<file path="src/rtl/tree_adder_sequencer_if.sv">
// Result handoff bus between the tree adder sequencer and its consumer.
// The master offers result/res_valid and the slave answers with res_ready.
interface tree_adder_sequencer_if #(
  parameter int ADDER_DATASIZE = 16
);
  logic [ADDER_DATASIZE-1:0] result;
  logic                      res_valid;
  logic                      res_ready;

  modport master (
    output result,
    output res_valid,
    input  res_ready
  );

  modport slave (
    input  result,
    input  res_valid,
    output res_ready
  );
endinterface

</file>
<file path="src/rtl/tree_adder_sequencer.sv">
// Drives the tree adder array command bus: load, sum-decimate passes, capture
// of the top-left sum, then offers the frame total over a valid/ready handoff.
module tree_adder_sequencer #(
  parameter int ADDER_DATASIZE         = 16,
  parameter int CMD_WIDTH              = 4,
  parameter int GRID_LOG2              = 3,
  parameter int CMD_IDLE               = 0,
  parameter int CMD_TOPLOAD_SHADOW_A   = 9,
  parameter int CMD_TOPLOAD_SHADOW_B   = 10,
  parameter int CMD_SUMDECIMATE        = 11,
  parameter int CMD_TOPLOAD_MULTIPLIER = 12
) (
  input  logic                      clk,
  input  logic                      rst,
  input  logic                      start,
  input  logic [1:0]                src_sel,
  output logic [CMD_WIDTH-1:0]      cmd_out,
  input  logic [ADDER_DATASIZE-1:0] sum00_in,
  output logic                      busy,
  output logic                      err,
  tree_adder_sequencer_if.master    res_if
);

  localparam int CNT_W = (GRID_LOG2 > 1) ? $clog2(GRID_LOG2) : 1;
  localparam logic [CNT_W-1:0] CNT_LAST = CNT_W'((GRID_LOG2 > 1) ? GRID_LOG2 - 2 : 0);

  localparam logic [CMD_WIDTH-1:0] C_IDLE  = CMD_WIDTH'(CMD_IDLE);
  localparam logic [CMD_WIDTH-1:0] C_LD_A  = CMD_WIDTH'(CMD_TOPLOAD_SHADOW_A);
  localparam logic [CMD_WIDTH-1:0] C_LD_B  = CMD_WIDTH'(CMD_TOPLOAD_SHADOW_B);
  localparam logic [CMD_WIDTH-1:0] C_DECIM = CMD_WIDTH'(CMD_SUMDECIMATE);
  localparam logic [CMD_WIDTH-1:0] C_LD_M  = CMD_WIDTH'(CMD_TOPLOAD_MULTIPLIER);

  typedef enum logic [2:0] {
    S_IDLE,
    S_LOAD,
    S_DECIM,
    S_CAPTURE,
    S_OUT
  } state_t;

  state_t                      state_q, state_d;
  logic [CNT_W-1:0]            cnt_q, cnt_d;
  logic [CMD_WIDTH-1:0]        cmd_q, cmd_d;
  logic                        busy_q, busy_d;
  logic                        err_q, err_d;
  logic [ADDER_DATASIZE-1:0]   result_q, result_d;
  logic                        valid_q, valid_d;

  function automatic logic [CMD_WIDTH-1:0] load_code(input logic [1:0] sel);
    case (sel)
      2'd1:    load_code = C_LD_A;
      2'd2:    load_code = C_LD_B;
      default: load_code = C_LD_M;
    endcase
  endfunction

  // The command register is computed from the next state, so the load code
  // registered on the accepting edge is the only copy of src_sel that is kept.
  always_comb begin
    state_d  = state_q;
    cnt_d    = cnt_q;
    cmd_d    = C_IDLE;
    err_d    = 1'b0;
    result_d = result_q;
    valid_d  = valid_q;
    case (state_q)
      S_IDLE: begin
        if (start) begin
          if (src_sel == 2'd3) begin
            err_d = 1'b1;
          end else begin
            state_d = S_LOAD;
            cmd_d   = load_code(src_sel);
          end
        end
      end
      S_LOAD: begin
        if (GRID_LOG2 > 1) begin
          state_d = S_DECIM;
          cnt_d   = '0;
          cmd_d   = C_DECIM;
        end else begin
          state_d = S_CAPTURE;
        end
      end
      S_DECIM: begin
        cnt_d = cnt_q + CNT_W'(1);
        if (cnt_q == CNT_LAST) begin
          state_d = S_CAPTURE;
        end else begin
          cmd_d = C_DECIM;
        end
      end
      S_CAPTURE: begin
        result_d = sum00_in;
        valid_d  = 1'b1;
        state_d  = S_OUT;
      end
      S_OUT: begin
        if (res_if.res_ready) begin
          valid_d = 1'b0;
          state_d = S_IDLE;
        end
      end
      default: state_d = S_IDLE;
    endcase
    busy_d = (state_d != S_IDLE);
  end

  always_ff @(posedge clk) begin
    if (rst) begin
      state_q  <= S_IDLE;
      cnt_q    <= '0;
      cmd_q    <= C_IDLE;
      busy_q   <= 1'b0;
      err_q    <= 1'b0;
      result_q <= '0;
      valid_q  <= 1'b0;
    end else begin
      state_q  <= state_d;
      cnt_q    <= cnt_d;
      cmd_q    <= cmd_d;
      busy_q   <= busy_d;
      err_q    <= err_d;
      result_q <= result_d;
      valid_q  <= valid_d;
    end
  end

  assign cmd_out          = cmd_q;
  assign busy             = busy_q;
  assign err              = err_q;
  assign res_if.result    = result_q;
  assign res_if.res_valid = valid_q;

endmodule

</file>
<file path="src/flat_wrapper.sv">
// flat-port wrapper written by rule: the top's interface ports become plain ports
module tree_adder_sequencer_flat 
#(
  parameter int ADDER_DATASIZE         = 16,
  parameter int CMD_WIDTH              = 4,
  parameter int GRID_LOG2              = 3,
  parameter int CMD_IDLE               = 0,
  parameter int CMD_TOPLOAD_SHADOW_A   = 9,
  parameter int CMD_TOPLOAD_SHADOW_B   = 10,
  parameter int CMD_SUMDECIMATE        = 11,
  parameter int CMD_TOPLOAD_MULTIPLIER = 12
)
  (clk, rst, start, src_sel, cmd_out, sum00_in, busy, err, res_if_result, res_if_res_valid, res_if_res_ready);
  tree_adder_sequencer_if #(.ADDER_DATASIZE(ADDER_DATASIZE)) res_if_i ();
  input  logic clk;
  input  logic rst;
  input  logic start;
  input  logic [1:0] src_sel;
  output logic [CMD_WIDTH-1:0] cmd_out;
  input  logic [ADDER_DATASIZE-1:0] sum00_in;
  output logic busy;
  output logic err;
  output wire logic [$bits(res_if_i.result)-1:0] res_if_result;
  output wire logic [$bits(res_if_i.res_valid)-1:0] res_if_res_valid;
  input wire logic [$bits(res_if_i.res_ready)-1:0] res_if_res_ready;
  assign res_if_result = res_if_i.result;
  assign res_if_res_valid = res_if_i.res_valid;
  assign res_if_i.res_ready = res_if_res_ready;
  tree_adder_sequencer #(.ADDER_DATASIZE(ADDER_DATASIZE), .CMD_WIDTH(CMD_WIDTH), .GRID_LOG2(GRID_LOG2), .CMD_IDLE(CMD_IDLE), .CMD_TOPLOAD_SHADOW_A(CMD_TOPLOAD_SHADOW_A), .CMD_TOPLOAD_SHADOW_B(CMD_TOPLOAD_SHADOW_B), .CMD_SUMDECIMATE(CMD_SUMDECIMATE), .CMD_TOPLOAD_MULTIPLIER(CMD_TOPLOAD_MULTIPLIER)) u_core (.clk(clk), .rst(rst), .start(start), .src_sel(src_sel), .cmd_out(cmd_out), .sum00_in(sum00_in), .busy(busy), .err(err), .res_if(res_if_i));
endmodule
</file>
<file path="config.mk">
export PLATFORM = sky130hd
export DESIGN_NAME = tree_adder_sequencer_flat
export DESIGN_NICKNAME = d
export VERILOG_FILES = /design/src/rtl/tree_adder_sequencer_if.sv /design/src/rtl/tree_adder_sequencer.sv /design/src/flat_wrapper.sv
export SDC_FILE = /design/constraint.sdc
export NUM_CORES = 1
export LEC_CHECK = 0
export BUFFER_PORTS_ARGS = -buffer_cell sky130_fd_sc_hd__buf_2
export CORE_MARGIN = 2
export CORE_UTILIZATION = 51
export DETAILED_ROUTE_END_ITERATION = 8
export HOLD_SLACK_MARGIN = 0.15
export PLACE_DENSITY = 0.93
export SYNTH_ARGS = -nofsm -noshare
export SYNTH_HDL_FRONTEND = slang
export SYNTH_SLANG_ARGS = --single-unit
</file>
<file path="constraint.sdc">
create_clock -name clk -period 1.9 [get_ports clk]
set_input_delay 0.285 -clock clk [delete_from_list [all_inputs] [get_ports clk]]
set_output_delay 0.285 -clock clk [all_outputs]
set_load 0.03 [all_outputs]
</file>
-- Word-level counts from Yosys, hierarchy flattened
Cells that the tools add are included.
- register bits after elaboration: 28
- logic and storage cells: 39
- reduce and logical (&&, ||, !) cells: 6
- multiplexer cells: 14
- eq/ne operators: 9
- add/sub/neg operators: 1
- bitwise gates (word level): 2
- operators with widths (kind ; number):
    $pmux W3 S5 ; 1
    $mux W3 ; 4
    $mux W4 ; 3
    $pmux W4 S3 ; 1
    $eq A3 B2 Y1 const B ; 2
    $pmux W3 S2 ; 1
    $eq A2 B1 Y1 const B ; 2
    $eq A2 B2 Y1 const B ; 2
    $pmux W2 S2 ; 1
    $reduce_bool A2 Y1 ; 2
    $eq A3 B1 Y1 const B ; 1
    $eq A3 B3 Y1 const B ; 1
    $logic_not A3 Y1 ; 1
    $reduce_bool A3 Y1 ; 1
    $reduce_or A3 Y1 ; 1
    $add A2 B1 Y2 const B ; 1
    $mux W1 ; 2
    $ne A2 B2 Y1 const B ; 1
    $not A1 Y1 ; 2
    $pmux W1 S2 ; 1
    $reduce_and A2 Y1 ; 1

-- Longest topological paths before layout
Gate-level depths: netlist (run 1).
- depth after elaboration: 5
- gate-level depth with buffers: 6

-- Worst setup path before layout (run 1)
Ideal clock, no wire load.
- path type: register -> register
- from: register u_core.cnt_q[1]
- to: register u_core.cnt_q[1]
- period minus slack after synthesis: 1.084 ns
- data required time: 1.830 ns
- slack: 0.816 ns
- cell stages (with the launch flop): 6
- library setup time: 0.070 ns
- buffers on the path: 0
- data arrival time: 1.014 ns
- cell sequence: dfxtp_1 -> inv_1 -> ha_1 -> nor4b_1 -> a31oi_1 -> a21oi_1
- word-level cells in the longest chain between the ends: 2
- RTL lines (element ; RTL line ; source):
    start, declared ; tree_adder_sequencer.sv:42 ; logic [CNT_W-1:0] cnt_q, cnt_d;
    start signal, assigned ; tree_adder_sequencer.sv:121 ; cnt_q <= cnt_d;
    $add A2 B1 Y2 ; tree_adder_sequencer.sv:87 ; cnt_d = cnt_q + CNT_W'(1);
    $pmux W2 S2 ; tree_adder_sequencer.sv:66 ; case (state_q)
No other way between the ends.
A chain may end at the register's enable or synchronous reset.

-- Worst setup path after layout (run 1)
- from: register u_core.state_q[2]
- to: register u_core.result_q[5] (netlist: u_core.res_if.result[5])
- word-level cells in the longest chain between the ends: 1
- RTL lines (element ; RTL line ; source):
    start, declared ; tree_adder_sequencer.sv:41 ; state_t state_q, state_d;
    start signal, assigned ; tree_adder_sequencer.sv:120 ; state_q <= state_d;
    $eq A3 B2 Y1 ; tree_adder_sequencer.sv:66 ;
    end signal, assigned ; tree_adder_sequencer.sv:125 ; result_q <= result_d;
    end, declared ; tree_adder_sequencer.sv:46 ; logic [ADDER_DATASIZE-1:0] result_q, result_d;
No other way between the ends.

==> results.json, run 1 <==
{
  "grt_pass1_wl_mm": 3.70,
  "grt_pass1_vias": 871,
  "cp.arrival_ns": 1.71,
  "wl_per_cell_um": 12.1,
  "final_layout_size_suffix_gt1_share_pct": 37.3,
  "syn-num-nets": 153,
  "power_leakage_nw": 0.597,
  "place.gp.congestion": 0.852,
  "postSynthAreaPerCell_um2": 9.21,
  "clock_path_buffers": 2,
  "crit_type": "reg2reg",
  "layout_commonest_cell": "buf_2",
  "min_path_type": "in2reg",
  "fin_crit_sh_pct": 76.9,
  "antenna_left": 0,
  "drc": 0,
  "powerDensity_mw_per_mm2": 725,
  "tightest_slew_ns": 0.579,
  "syn_area_mm2": 0.00120,
  "rows": 17,
  "grt_max_degree": 28,
  "maxCapViolCount": 0,
  "core_mm2": 0.00221,
  "totalWireLength_mm": 2.39,
  "dpl-instance-area_mm2": 0.00137,
  "area_delta_synth_final_pct": 16.8,
  "max_slew_margin_pct": 61.4,
  "rsz0062_at_grt": "false",
  "start_kind": "flop",
  "fmax_ghz": 0.685,
  "finClkSkew_ns": 0.00584,
  "io_buffers": 44,
  "crit_required_ns": 2.15,
  "path_max_fanout": 16,
  "post_cts_buffers": 0,
  "nFillCells": 190,
  "busiest_layer": "met2",
  "start_util_pct": 54.1,
  "synth.area.top_cells": "dfxtp_1 (47%), nand2_1 (9.7%), a21oi_2 (7.3%)",
  "fin_crit_ns": 1.46,
  "die_h_um": 52.5,
  "fin_ws_ns": 0.440,
  "status": "completed",
  "synth_cell_types": 29,
  "htreeDepth": 1,
  "dpl_worst_slack_ns": 0.480,
  "antenna_found_initial": 0,
  "cts_sinks": 28,
  "most-common-layout-cells": "buf_2 (44), nand2_1 (31), dfxtp_1 (28)",
  "ir_drop_mv": 0.436,
  "synth_top_cell_by_area": "dfxtp_1",
  "synthCells": 130,
  "dp_hpwl_mm": 1.78,
  "clock_latency_ns": 0.31,
  "setup_viol": 0,
  "yosys.area.top_type_share_pct": 46.8,
  "viasPerCell": 5.28,
  "worst_setup_path_end_kind": "flop",
  "met3_usage_pct": 2.57,
  "seq_area_frac_synth_pct": 46.8,
  "grtUsageTotal_pct": 17.8,
  "num_vias": 1041,
  "drt_pass1_iterations": 4,
  "clk_pin_slew_ns": 0.14,
  "ys_warn_count": 0,
  "n_antenna_cell": 0,
  "overflow": 0,
  "root_buffer": "clkbuf_4",
  "cts-buffers-inserted": 3,
  "met1_usage_pct": 23.1,
  "final_area_mm2": 0.00140,
  "finalSetupTns_ns": 0,
  "maxSlewViolCount": 0,
  "use_met2_pct": 29.8,
  "dieArea_mm2": 0.00275,
  "finalHoldViolCount": 0,
  "cts_tree": "built",
  "drt_iter0_markers": 21,
  "design.portCount": 45,
  "fin_nets": 194,
  "die_w_um": 52.5,
  "ys_ff_latch": 28
}
state kept, by name, summed over array words and instances (netlist names):
name / cells
u_core.res_if.result: 16
u_core.cmd_out: 4
u_core.state_q: 3
u_core.cnt_q: 2
u_core.busy: 1
u_core.err: 1
u_core.res_if.res_valid: 1
critical path, stage by stage (launching register included):
cell and delay [ns]:
dfxtp_1 0.47, and3b_1 0.63, nand2_1 0.16, a21oi_2 0.14
cell families after synthesis:
kind of cell               after synthesis  synth area share [%]
adders and majority gates                1                  1.04
AOI/OAI and AO/OA                       33                  18.0
and+or+nand+nor                         53                  23.5
DFF                                     28                  46.8
xor gates and xnor gates                 1                 0.732
muxes                                    1                 0.836
buffers and inverters                   13                  9.09
per-layer routing:
layer | wire, um | vias up
met3 | 129 | 2
li1 | - | 527
met1 | 1060 | 484
met4 | 13 | 0
met2 | 1190 | 28
met5 | 0 | -
metrics by stage:
stage	utilization [%]	total power, mW	hold WS (ns)	cells
finish	63.2	1.01	0.174	197
detailed placement	61.8	0.798	0.446	193
global placement	61.8	0.792	0.441	193
floorplan	-	0.758	0.363	130
global route	63.2	1.07	0.151	197
CTS	62.8	1.02	0.159	196
cell type report:
cell class / instances / area [um2] / share of cell area [%]
flip-flops and latches: 28 / 561 / 40.1
clock buffers: 3 / 22.5 / 1.61
well taps: 28 / 35.0 / 2.50
multi-input cells: 89 / 528 / 37.7
inverters: 2 / 7.51 / 0.537
repair buffers: 47 / 245 / 17.5
cell usage after synthesis, drive strengths merged:
cell type  instances
nand2             33
dfxtp             28
a21oi             24
buf               10
nand3b             5
nor3               4
nor4b              4
a31oi              3
o21ai              3
inv                2
nor2               2
nor4               2
a211o              1
a21boi             1
and3b              1
clkbuf             1
ha                 1
mux2i              1
nand3              1
nor3b              1
o31ai              1
xnor2              1
path summary, 6_finish.rpt:
check                                   to  cells past startpoint                      from  slack, ns
setup reg to reg   u_core.res_if.result[5]                      3         u_core.state_q[2]       0.44
hold reg to reg   u_core.res_if.result[12]                      2  u_core.res_if.result[12]       0.46
setup / recovery   u_core.res_if.result[5]                      3         u_core.state_q[2]       0.44
hold / removal           u_core.cmd_out[2]                      2                src_sel[1]       0.17
timing repair:
action / 4_1_cts / 5_1_grt
hold endpoints to repair: 0 / 1
hold buffers: 0 / 1
gates resized for setup: 0 / 0
where the power goes:
| group | internal, mW | switching (mW) |
|---|---|---|
| Combinational | 0.0639 | 0.104 |
| Clock | 0.0741 | 0.154 |
| Sequential | 0.609 | 0.00999 |
| Total | 0.747 | 0.268 |
Note: power is estimated with default switching activity, not from simulation.
==> run 2: changes to the inputs <==
--- a/config.mk
+++ b/config.mk
@@ -7,10 +7,10 @@
 export LEC_CHECK = 0
 export BUFFER_PORTS_ARGS = -buffer_cell sky130_fd_sc_hd__buf_2
 export CORE_MARGIN = 2
-export CORE_UTILIZATION = 51
+export CORE_UTILIZATION = 43
 export DETAILED_ROUTE_END_ITERATION = 8
 export HOLD_SLACK_MARGIN = 0.15
-export PLACE_DENSITY = 0.93
+export PLACE_DENSITY = 0.85
 export SYNTH_ARGS = -nofsm -noshare
 export SYNTH_HDL_FRONTEND = slang
 export SYNTH_SLANG_ARGS = --single-unit
==> constraint.sdc (replaced) <==
create_clock -name clk -period 1.2 [get_ports clk]
set_input_delay 0.18 -clock clk [delete_from_list [all_inputs] [get_ports clk]]
set_output_delay 0.18 -clock clk [all_outputs]
set_load 0.03 [all_outputs]
==> run 2 against run 1 <==
  * Combinational power rose by 120%
  * Utilization rose by 1.3 points
  * Power rose by 70%
  * First-iteration DRC count rose by 110%
  * Global-route usage barely moved
  * Via count rose by 6.8%
  * Hold slack improved by 0.0048 ns
  * Wire length rose by 16%
  * Largest cell class is now multi-input combinational cells
==> results.json, run 2 (synthesis results as in run 1) <==
{
  "finalHoldViolCount": 0,
  "crit_chain": "ha_4, nor4b_4, a31oi_1, a21oi_1",
  "powerDensity_mw_per_mm2": 989,
  "crit_type": "reg2reg",
  "viasPerCell": 4.90,
  "cp_top_family": "flip-flops",
  "overflow": 0,
  "cts_tree": "built",
  "fin_nets": 221,
  "dp_hpwl_mm": 1.71,
  "io_buffers": 44,
  "n_antenna_cell": 0,
  "regArea_um2": 568,
  "totalWireLength_mm": 2.78,
  "cts_sinks": 28,
  "area_delta_synth_final_pct": 46.0,
  "die_w_um": 56.8,
  "fin_crit_sh_pct": 95.0,
  "crit_required_ns": 1.45,
  "core_mm2": 0.00271,
  "fin_crit_ns": 1.14,
  "final_layout_size_suffix_gt1_share_pct": 40.8,
  "slowest_stage": "dfxtp_2",
  "antenna_left": 0,
  "tightest_slew_ns": 0.451,
  "largest_reg_flops": 16,
  "layout_commonest_cell": "buf_2",
  "clock_path_buffers": 2,
  "worst_setup_path_end_kind": "flop",
  "max_slew_margin_pct": 69.9,
  "finalSetupTns_ns": 0,
  "dpl-instance-area_mm2": 0.00146,
  "fmax_ghz": 0.877,
  "place.gp.congestion": 0.822,
  "dieArea_mm2": 0.00322,
  "start_util_pct": 44.2,
  "nFillCells": 219,
  "whs_path_depth": 3,
  "drt_pass1_iterations": 4,
  "cp.arrival_ns": 1.39,
  "cts-buffers-inserted": 3,
  "wl_per_cell_um": 12.2,
  "antenna_found_initial": 0,
  "whs_ns": 0.179,
  "grt_max_degree": 22,
  "regToRegEndpoint": "u_core.cnt_q[1]",
  "finClkSkew_ns": 0.00405,
  "min_to": "u_core.state_q[2]",
  "num_vias": 1112,
  "multi_input_area_um2": 586,
  "clock_latency_ns": 0.32,
  "slowest_delay_ns": 0.41,
  "path_max_fanout": 4,
  "r2r_slack_ns": 0.06,
  "reg2reg_from": "u_core.cnt_q[0]",
  "worstHoldStart": "res_if_res_ready",
  "maxSlewViolCount": 0,
  "clk_pin_slew_ns": 0.14,
  "root_buffer": "clkbuf_4",
  "most-common-layout-cells": "buf_2 (43), nand2_1 (31), dfxtp_1 (24)",
  "drt_iter0_markers": 44,
  "cp.buffers_inverters": 0,
  "min_path_type": "in2reg",
  "grt_pass1_wl_mm": 4.64,
  "setup_viol": 0,
  "die_h_um": 56.8,
  "final_area_mm2": 0.00175,
  "rows": 19,
  "drc": 0,
  "power_leakage_nw": 0.743,
  "ir_drop_mv": 0.693,
  "design.portCount": 45,
  "rr_worst_depth": 4,
  "grtUsageTotal_pct": 17.8,
  "grt_pass1_vias": 1080,
  "status": "completed",
  "maxCapViolCount": 0,
  "htreeDepth": 1,
  "start_kind": "flop"
}
==> run 2: cell types whose count changed in the layout (fill, tap and decap cells not counted), moves of 2 or more <==
cell           change
dlygate4sd3_1     +20
dfxtp_2            +3
dfxtp_1            -4
nor4b_1            -2
buf_12             +2
nor4b_4            +2
buf_4              +6
==> run 2: worst register-to-register path: cells and delay by family, from the launching register on <==
| family | cells | cell delay, ns |
|---|---|---|
| flops | 1 | 0.41 |
| fa+ha+maj | 1 | 0.22 |
| compound gates | 2 | 0.19 |
| simple gates | 1 | 0.26 |
==> run 2: metal layers <==
layer / track usage [%] / wire length, um / up-vias
met2: 31.2 / 1380 / 30
met1: 22.3 / 1250 / 505
met5: 0 / 0 / -
met4: 4.98 / 0 / 0
met3: 3.23 / 145 / 0
li1: - / - / 577
==> run 2: layout make-up <==
type	count	area share [%]
clock buffer	3	1.29
tap	31	2.22
multi-input combinational	89	33.5
timing repair buffer	74	30.1
inverter	2	0.429
sequential	28	32.5
==> run 2: stage by stage <==
stage          util (%)  setup WS (ns)  total power [mW]  instances
6_report           64.5         0.0601              1.73        227
5_1_grt            64.5        -0.0235              1.82        227
4_1_cts            62.6        0.00683              1.71        229
3_5_place_dp       54.0         0.0486              1.29        205
3_3_place_gp       54.0         0.0773              1.29        205
2_1_floorplan         -          0.116              1.20        130
==> run 2: worst max-delay path by stage <==
stage	start	end	slack, ns	cells past startpoint
after CTS	u_core.state_q[1]	u_core.cnt_q[1]	0.007	4
final	u_core.cnt_q[0]	u_core.cnt_q[1]	0.06	4
after detailed placement	u_core.cnt_q[1]	u_core.cnt_q[1]	0.05	5
after global placement	u_core.state_q[1]	u_core.cnt_q[0]	0.08	4
after floorplan	u_core.cnt_q[1]	u_core.cnt_q[1]	0.12	5
after global routing	u_core.cnt_q[0]	u_core.cnt_q[1]	-0.02	4
==> run 2: timing repair <==
| action | 4_1_cts | 5_1_grt |
|---|---|---|
| buffers inserted | 0 | 0 |
| endpoints found under the hold margin | 20 | 0 |
| hold buffers | 21 | 0 |
| resized for setup | 0 | 15 |
| setup endpoints to repair | 0 | 14 |
==> run 2: power by group <==
group	leakage (nW)	total (mW)	internal (mW)	switching (mW)
Sequential	0.229	0.990	0.965	0.0253
Clock	0.0138	0.373	0.117	0.255
Combinational	0.500	0.365	0.181	0.185
